[src/rtl/vc_switch_core.sv]
// Packet switch core: a main FIFO feeds NUM_VC virtual-channel FIFOs, and a round-robin
// arbiter drains those into NUM_DEST output FIFOs. A control FSM manages thresholds, idle/active state and sticky errors.
module vc_switch_core #(
  parameter int DATA_SIZE  = 6,
  parameter int NUM_VC     = 2,
  parameter int NUM_DEST   = 2,
  parameter int MAIN_DEPTH = 8,
  parameter int VC_DEPTH   = 16,
  parameter int D_DEPTH    = 4
) (
  input  logic                          clk,
  input  logic                          reset,
  input  logic                          init,
  input  logic                          push_main,
  input  logic [DATA_SIZE-1:0]          data_in,
  input  logic [NUM_DEST-1:0]           pop_d,
  input  logic [$clog2(MAIN_DEPTH):0]   cfg_af_main,
  input  logic [$clog2(VC_DEPTH):0]     cfg_af_vc,
  input  logic [$clog2(D_DEPTH):0]      cfg_af_d,
  output logic                          pause_main,
  output logic [NUM_DEST-1:0]           empty_d,
  output logic [NUM_DEST*DATA_SIZE-1:0] data_out,
  output logic [NUM_DEST-1:0]           valid_out,
  output logic [NUM_VC+NUM_DEST:0]      error_out,
  output logic                          active_out,
  output logic                          idle_out
);
  localparam int VCW = $clog2(NUM_VC);
  localparam int DW  = $clog2(NUM_DEST);
  localparam int MAW = $clog2(MAIN_DEPTH);
  localparam int VAW = $clog2(VC_DEPTH);
  localparam int DAW = $clog2(D_DEPTH);

  typedef enum logic [2:0] {ST_RESET, ST_INIT, ST_IDLE, ST_ACTIVE, ST_ERROR} state_t;
  state_t state_reg, state_next;

  logic [MAW:0] af_main_reg;
  logic [VAW:0] af_vc_reg;
  logic [DAW:0] af_d_reg;
  logic [NUM_VC+NUM_DEST:0] error_reg, err_new;
  logic                     err_main;
  logic [NUM_VC-1:0]        err_vc;
  logic [NUM_DEST-1:0]      err_d;

  // Main FIFO (head read combinationally so a word can move on the next edge)
  logic [DATA_SIZE-1:0] main_mem [MAIN_DEPTH];
  logic [MAW-1:0]       main_wr_reg, main_rd_reg;
  logic [MAW:0]         main_cnt_reg;
  logic                 main_empty, main_full, main_pop, main_wr, push_ok;
  logic [DATA_SIZE-1:0] main_head;
  logic [VCW-1:0]       main_vc;

  logic [DATA_SIZE-1:0] vc_head [NUM_VC];
  logic [DW-1:0]        vc_dest [NUM_VC];
  logic [VAW:0]         vc_cnt  [NUM_VC];
  logic [NUM_VC-1:0]    vc_full, vc_empty, vc_push, vc_pop, vc_elig;
  logic [DAW:0]         d_cnt   [NUM_DEST];
  logic [NUM_DEST-1:0]  d_full;

  logic                 grant_valid;
  logic [VCW-1:0]       grant_idx, arb_idx, ptr_reg;
  logic [DW-1:0]        grant_dest;
  logic [DATA_SIZE-1:0] grant_word;

  assign push_ok    = push_main && (state_reg == ST_IDLE || state_reg == ST_ACTIVE);
  assign main_empty = (main_cnt_reg == '0);
  assign main_full  = (main_cnt_reg == (MAW+1)'(MAIN_DEPTH));
  assign main_head  = main_mem[main_rd_reg];
  assign main_vc    = main_head[DATA_SIZE-1 -: VCW];
  assign main_pop   = !main_empty && (vc_cnt[main_vc] < af_vc_reg) && !vc_full[main_vc];
  assign main_wr    = push_ok && (!main_full || main_pop);
  assign err_main   = push_ok && main_full && !main_pop;

  always_ff @(posedge clk) begin
    if (main_wr) main_mem[main_wr_reg] <= data_in;
  end

  always_ff @(posedge clk) begin
    if (reset) begin
      main_wr_reg  <= '0;
      main_rd_reg  <= '0;
      main_cnt_reg <= '0;
    end else begin
      if (main_wr)  main_wr_reg <= main_wr_reg + 1'b1;
      if (main_pop) main_rd_reg <= main_rd_reg + 1'b1;
      case ({main_wr, main_pop})
        2'b10:   main_cnt_reg <= main_cnt_reg + 1'b1;
        2'b01:   main_cnt_reg <= main_cnt_reg - 1'b1;
        default: main_cnt_reg <= main_cnt_reg;
      endcase
    end
  end

  for (genvar gi = 0; gi < NUM_VC; gi++) begin : g_vc
    logic [DATA_SIZE-1:0] mem [VC_DEPTH];
    logic [VAW-1:0]       wr_reg, rd_reg;
    logic [VAW:0]         cnt_reg;
    logic                 wr_en;

    assign vc_push[gi]  = main_pop && (main_vc == VCW'(gi));
    assign vc_pop[gi]   = grant_valid && (grant_idx == VCW'(gi));
    assign vc_full[gi]  = (cnt_reg == (VAW+1)'(VC_DEPTH));
    assign vc_empty[gi] = (cnt_reg == '0);
    assign vc_cnt[gi]   = cnt_reg;
    assign wr_en        = vc_push[gi] && (!vc_full[gi] || vc_pop[gi]);
    assign err_vc[gi]   = vc_push[gi] && vc_full[gi] && !vc_pop[gi];
    assign vc_head[gi]  = mem[rd_reg];
    assign vc_dest[gi]  = vc_head[gi][DATA_SIZE-1-VCW -: DW];
    assign vc_elig[gi]  = !vc_empty[gi] && (d_cnt[vc_dest[gi]] < af_d_reg) && !d_full[vc_dest[gi]];

    always_ff @(posedge clk) begin
      if (wr_en) mem[wr_reg] <= main_head;
    end

    always_ff @(posedge clk) begin
      if (reset) begin
        wr_reg  <= '0;
        rd_reg  <= '0;
        cnt_reg <= '0;
      end else begin
        if (wr_en)      wr_reg <= wr_reg + 1'b1;
        if (vc_pop[gi]) rd_reg <= rd_reg + 1'b1;
        case ({wr_en, vc_pop[gi]})
          2'b10:   cnt_reg <= cnt_reg + 1'b1;
          2'b01:   cnt_reg <= cnt_reg - 1'b1;
          default: cnt_reg <= cnt_reg;
        endcase
      end
    end
  end

  // Round-robin: first eligible VC scanning upward from the pointer, wrapping
  always_comb begin
    grant_valid = 1'b0;
    grant_idx   = '0;
    arb_idx     = '0;
    for (int i = 0; i < NUM_VC; i++) begin
      arb_idx = ptr_reg + VCW'(i);
      if (!grant_valid && vc_elig[arb_idx]) begin
        grant_valid = 1'b1;
        grant_idx   = arb_idx;
      end
    end
  end

  assign grant_dest = vc_dest[grant_idx];
  assign grant_word = vc_head[grant_idx];

  always_ff @(posedge clk) begin
    if (reset)            ptr_reg <= '0;
    else if (grant_valid) ptr_reg <= grant_idx + VCW'(1);
  end

  for (genvar gi = 0; gi < NUM_DEST; gi++) begin : g_dest
    logic [DATA_SIZE-1:0] mem [D_DEPTH];
    logic [DAW-1:0]       wr_reg, rd_reg;
    logic [DAW:0]         cnt_reg;
    logic [DATA_SIZE-1:0] dout_reg;
    logic                 vld_reg, push, pop, wr_en;

    assign push        = grant_valid && (grant_dest == DW'(gi));
    assign pop         = pop_d[gi] && (cnt_reg != '0);
    assign err_d[gi]   = pop_d[gi] && (cnt_reg == '0);
    assign d_full[gi]  = (cnt_reg == (DAW+1)'(D_DEPTH));
    assign d_cnt[gi]   = cnt_reg;
    assign wr_en       = push && (!d_full[gi] || pop);
    assign empty_d[gi] = (cnt_reg == '0);
    assign data_out[gi*DATA_SIZE +: DATA_SIZE] = dout_reg;
    assign valid_out[gi] = vld_reg;

    always_ff @(posedge clk) begin
      if (wr_en) mem[wr_reg] <= grant_word;
    end

    always_ff @(posedge clk) begin
      if (reset) begin
        wr_reg   <= '0;
        rd_reg   <= '0;
        cnt_reg  <= '0;
        dout_reg <= '0;
        vld_reg  <= 1'b0;
      end else begin
        vld_reg <= pop;
        if (pop) dout_reg <= mem[rd_reg];
        if (wr_en) wr_reg <= wr_reg + 1'b1;
        if (pop)   rd_reg <= rd_reg + 1'b1;
        case ({wr_en, pop})
          2'b10:   cnt_reg <= cnt_reg + 1'b1;
          2'b01:   cnt_reg <= cnt_reg - 1'b1;
          default: cnt_reg <= cnt_reg;
        endcase
      end
    end
  end

  assign err_new = {err_d, err_vc, err_main};

  always_comb begin
    state_next = state_reg;
    case (state_reg)
      ST_RESET: state_next = ST_INIT;
      ST_INIT:  if (!init) state_next = ST_IDLE;
      ST_IDLE, ST_ACTIVE: begin
        if (init) state_next = ST_INIT;
        else if (main_empty && (&vc_empty) && (&empty_d)) state_next = ST_IDLE;
        else state_next = ST_ACTIVE;
      end
      ST_ERROR: state_next = ST_ERROR;
      default:  state_next = ST_RESET;
    endcase
    if ((|err_new) || (|error_reg)) state_next = ST_ERROR;
  end

  always_ff @(posedge clk) begin
    if (reset) begin
      state_reg   <= ST_RESET;
      error_reg   <= '0;
      af_main_reg <= (MAW+1)'(MAIN_DEPTH);
      af_vc_reg   <= (VAW+1)'(VC_DEPTH);
      af_d_reg    <= (DAW+1)'(D_DEPTH);
    end else begin
      state_reg <= state_next;
      error_reg <= error_reg | err_new;
      if (state_reg == ST_INIT && init) begin
        af_main_reg <= cfg_af_main;
        af_vc_reg   <= cfg_af_vc;
        af_d_reg    <= cfg_af_d;
      end
    end
  end

  assign pause_main = (main_cnt_reg >= af_main_reg);
  assign error_out  = error_reg;
  assign active_out = (state_reg == ST_ACTIVE);
  assign idle_out   = (state_reg == ST_IDLE);
endmodule

[config.mk]
export PLATFORM = sky130hd
export DESIGN_NAME = vc_switch_core
export DESIGN_NICKNAME = d
export VERILOG_FILES = /design/src/rtl/vc_switch_core.sv
export SDC_FILE = /design/constraint.sdc
export NUM_CORES = 1
export LEC_CHECK = 0
export CORE_MARGIN = 2
export CORE_UTILIZATION = 40
export DETAILED_ROUTE_END_ITERATION = 6
export DONT_BUFFER_PORTS = 1
export SYNTH_ARGS = -nofsm -noshare
export SYNTH_HDL_FRONTEND = slang
export SYNTH_SLANG_ARGS = --single-unit
[constraint.sdc]
create_clock -name clk -period 6.3 [get_ports clk]
set_input_delay 0.63 -clock clk [delete_from_list [all_inputs] [get_ports clk]]
set_output_delay 0.63 -clock clk [all_outputs]
set_load 0.01 [all_outputs]
Word level (Yosys, flattened, before mapping)
Memory sizes are Yosys's and may differ from the RTL's. A register that Yosys moved wholly into a read port is not among the register bits.
Index checks and enable logic that the tools add are counted.
- memories: 5
- bits in registers: 73
- memory bits (read-only): 0
- bits in writable memories: 288
- latch bits: 0
- output and inout port bits: 24
- logic and storage cells: 221
- memory list (name ; words ; bits a word ; read ports ; clocked after Yosys merged registers in ; wr ports ; line ; RTL):
    g_vc[0].mem ; 16 ; 6 ; 1 ; 1 ; 1 ; 95 ; logic [DATA_SIZE-1:0] mem [VC_DEPTH];
    g_vc[1].mem ; 16 ; 6 ; 1 ; 1 ; 1 ; 95 ;
    main_mem ; 8 ; 6 ; 1 ; 1 ; 1 ; 46 ; logic [DATA_SIZE-1:0] main_mem [MAIN_DEPTH];
    g_dest[0].mem ; 4 ; 6 ; 1 ; 1 ; 1 ; 155 ; logic [DATA_SIZE-1:0] mem [D_DEPTH];
    g_dest[1].mem ; 4 ; 6 ; 1 ; 1 ; 1 ; 155 ;
- order comparisons: 13
- reduce and logical (&&, ||, !) cells: 73
- multiplexer cells: 55
- bitwise gates (word level): 8
- divide/modulo/power cells: 0
- equality and inequality tests: 21
- shifts and indexed selects: 0
- add/subtract/negate cells: 22
- $mul: 0
- operators with widths (operator ; number):
    logical AND 1 bit ; 32
    two-way mux 3 bit ; 10
    two-way mux 1 bit ; 28
    adder 4 x 1 -> 4 bit (second input constant) ; 5
    case mux 5 bit (2 select lines) ; 2
    two-way mux 6 bit ; 3
    two-way mux 4 bit ; 4
    logical NOT 1 bit ; 15
    two-way mux 5 bit ; 3
    adder 3 x 1 -> 3 bit (second input constant) ; 4
    case mux 3 bit (2 select lines) ; 2
    case mux 3 bit (4 select lines) ; 1
    adder 5 x 1 -> 5 bit (second input constant) ; 2
    == test 2 x 1 -> 1 bit (second input constant) ; 5
    == test 2 bit (second input constant) ; 5
    == test 5 bit (second input constant) ; 2
    logical NOT 5 bit ; 2
    < comparator 1 x 2 -> 1 bit (second input constant) ; 5
    nonzero test 2 bit ; 5
    OR reduction 5 bit ; 2
    subtractor 5 x 1 -> 5 bit (second input constant) ; 2
    == test 3 bit (second input constant) ; 3
    logical NOT 3 bit ; 3
    adder 2 x 1 -> 2 bit (second input constant) ; 4
    22 further kinds ; 43

Longest topological paths before layout
- depth after elaboration: 22
- depth in mapped cells: 22

Worst setup path before layout
OpenSTA, ideal clock, no wires.
- kind: reg-to-reg
- from: register with a tool-made name
- to: register g_vc[1].cnt_reg[4]
- slack: 1708 ps
- data arrival time: 4521 ps
- cell stages (with the launch flop): 19
- cells stage by stage: dfxtp_1 mux4_2 mux2i_2 inv_1 nand2_1 nand2_1 ha_1 a21o_1 a21o_1 a211o_1 nor2_1 inv_1 ha_1 fa_1 a21o_1 a21oi_1 xor2_1 or3_1 a21oi_1
- RTL lines (element ; line ; RTL):
    end signal, assigned ; 124 ; 2'b10: cnt_reg <= cnt_reg + 1'b1;
    end signal, assigned ; 125 ; 2'b01: cnt_reg <= cnt_reg - 1'b1;
    end signal, assigned ; 126 ; default: cnt_reg <= cnt_reg;
    end, declared ; 97 ; logic [VAW:0] cnt_reg;

==> out/qor.yml <==
h-tree-depth: 2
synth_edf_count: 288
clk_latency_ns: 0.53
path_class: "reg2reg"
critPathArrivalTime_ns: 5.69
io_pins: 48
crit_fanout: 35
postCtsResizedCells: 0
cp_common_cell: "a21oi_1"
wire_per_inst_microns: 19.08
critPathCaptureType: "flop"
required_ns: 6.76
synth_cells: 1014
grt_max_degree: 88
core.rowCount: 73
yosys_register_bits: 384
use_met2_pct: 25.49
final_common_cell: "edfxtp_1"
place.gp.congestion: 0.8092
max_freq_mhz: 191.3
clock-root-buffer: "clkbuf_16"
power.density_mw_per_mm2: 474.0
drc: 4
min_period_ns: 5.228
max-vdd-ir-drop_mv: 0.2518
layout.nets: 1100
dieArea_sq_mm: 0.04134
final.fill_count: 3458
io_buffers: 0
post-cts-setup-buffers: 0
syn_area_sq_mm: 0.01589
path_clk_slew_ns: 0.06
async_flop_share_pct: 0
antenna_left: 0
max_slew_margin_pct: 23.08
largest_reg_flops: 192
cp_cell_sequence: "mux4_2, mux2i_2, inv_1, buf_4, o21ai_0, ha_1, nand4_1, a21oi_1, a211o_1, nor2_1, inv_1, ha_1, fa_1, a21o_1, a21oi_1, xor2_1, or3_1, a21oi_1"
hold_violations: 0
synth_top_area_share_pct: 54.42
use_met1_pct: 20.20
clock_path_buffers: 3
rsz0062_at_grt: "no"
yosysWarningCount: 0
reg_top3: "g_vc.mem x192, g_dest.mem x48, main_mem x48"
finalSetupTns_ns: 0
grt_overflow: 0
antenna_found_initial: 0
cts_hold_buf: 0
grtUsageTotal_pct: 15.11
cts_made_buffers: 40
fin_crit_sh_pct: 82.98
synth_ff_type: "edfxtp_1"
hold_class: "in2reg"
synth_nets: 1087
p_leak_nw: 5.875
grt_use_met3_pct: 2.637
critPathLaunchType: "flop"
syn_area_per_cell_sq_um: 15.67
fp.coreArea_sq_mm: 0.03946
initial_core_util_pct: 40.27
busiest_layer: "met2"
slowest_delay_ns: 0.58
tritoncts: "built"
tightest_slew_ns: 1.145
seq_area_frac_synth_pct: 66.51
dpl.hpwl_mm: 19.82
drv_slew: 0
run_status: "finished with violations"
seqCellArea_sq_mm: 0.01057
clock_sinks: 384
violations: "DRC"
first_iter_violations: 530
multi_input_area_sq_mm: 0.004965
crit_slowest_cell: "dfxtp_1"
layoutNonFillerInstCount: 1582
synth.area.top_cells: "edfxtp_1 54%, dfxtp_1 12%, mux4_2 10%"
setup_viol: 0
layout-drive-gt1-share_pct: 15.89
mostFrequentLayoutCells: "288 x edfxtp_1, 96 x dfxtp_1, 94 x nor2_1"
skew_ns: 0.01265
synth_top_area_cell: "edfxtp_1"
top_register: "g_vc.mem"
drt-vias-per-instance: 5.180
yosysUniqueCellTypes: 64
first_pass_iters: 7
grt_pass1_vias: 8263
num_antenna_cells: 0
post-place-cells: 1510
syn_to_final_growth_pct: 11.32
fp.dieW_microns: 203.3
dieHeight_microns: 203.3
wirelength_mm: 30.19
max_cap_violations: 0
grt_pass1_wl_mm: 47.84
num_vias: 8195
[cell families (layout without fill, tap and decap cells)]
group / Yosys count / after routing / share of synthesized area, %
AO/OA/AOI/OAI: 93 / 93 / 3.795
buffers and inverters: 87 / 130 / 2.244
XOR/XNOR: 32 / 32 / 1.764
adder cells (fa/ha/maj): 49 / 49 / 4.094
flip-flops: 384 / 384 / 66.51
multiplexers: 115 / 115 / 14.31
AND/OR/NAND/NOR: 254 / 254 / 7.283
[worst max-delay path: cells and delay by family (launching register included)]
family / cells / cell delay, ns
flops: 1 / 0.58
mux: 2 / 0.86
buf+inv: 3 / 0.51
xor+xnor: 1 / 0.09
fa+ha+maj: 3 / 1.01
simple gates: 3 / 1.00
compound gates: 6 / 1.10
[synth_stat cells, types with 3 or more instances]
cell type,number
or3_1,4
nor2b_1,11
clkbuf_1,28
ha_1,44
inv_1,42
nand2_1,81
nor4_1,7
and2_1,7
dfxtp_1,96
nor3_1,16
a21oi_1,44
mux4_1,9
o21ai_0,10
nand4_1,6
buf_4,3
nand2b_1,8
and3_1,5
o211ai_1,4
nor2_1,94
o31ai_1,3
xor2_1,18
or4_1,3
a211oi_1,3
mux2i_1,13
mux2i_2,3
mux2_2,12
mux4_2,73
a21o_1,8
buf_1,7
xnor2_1,14
fa_1,5
edfxtp_1,288
[final cells by class]
cell class / instances / area share, %
Sequential cell: 384 / 59.75
Tap cell: 525 / 3.713
Clock inverter: 19 / 0.6648
Clock buffer: 53 / 6.281
Timing Repair Buffer: 14 / 0.5941
Inverter: 44 / 0.9336
Multi-Input combinational cell: 543 / 28.06
[where the power goes]
part	switching [W]	internal (W)	total, W
combinational	0.00157	0.00110	0.00267
sequential	0.000213	0.00329	0.00350
clock	0.000940	0.00128	0.00222
[final timing paths]
path | end | startpoint | slack (ns) | cells past startpoint
setup / recovery | g_vc[1].cnt_reg[4] | flop | 1.07 | 18
hold / removal | error_out[1] | reset | 0.17 | 1
setup reg to reg | g_vc[1].cnt_reg[4] | flop | 1.07 | 18
hold reg to reg | af_vc_reg[3] | af_vc_reg[3] | 0.45 | 2
[per-layer routing]
layer / routed length, microns / vias up
met2: 14820 / 154
met4: 576 / 0
met1: 13430 / 4149
met5: 0 / -
li1: - / 3849
met3: 1370 / 43
[metrics by stage]
stage                     power (W)  cell area [sq um]  utilization (%)  hold slack (ns)  worst slack [ns]
after floorplan            0.005585              15890                -           0.4363             1.708
after global placement     0.006217              16460            41.72           0.4396             1.101
after detailed placement   0.006264              16460            41.72           0.4458             1.014
after CTS                  0.008504              17690            44.83           0.1350            0.9998
after global routing       0.008942              17690            44.83           0.1365            0.6696
final                      0.008386              17690            44.83           0.1681             1.072
(Power assumes the default switching activity.)
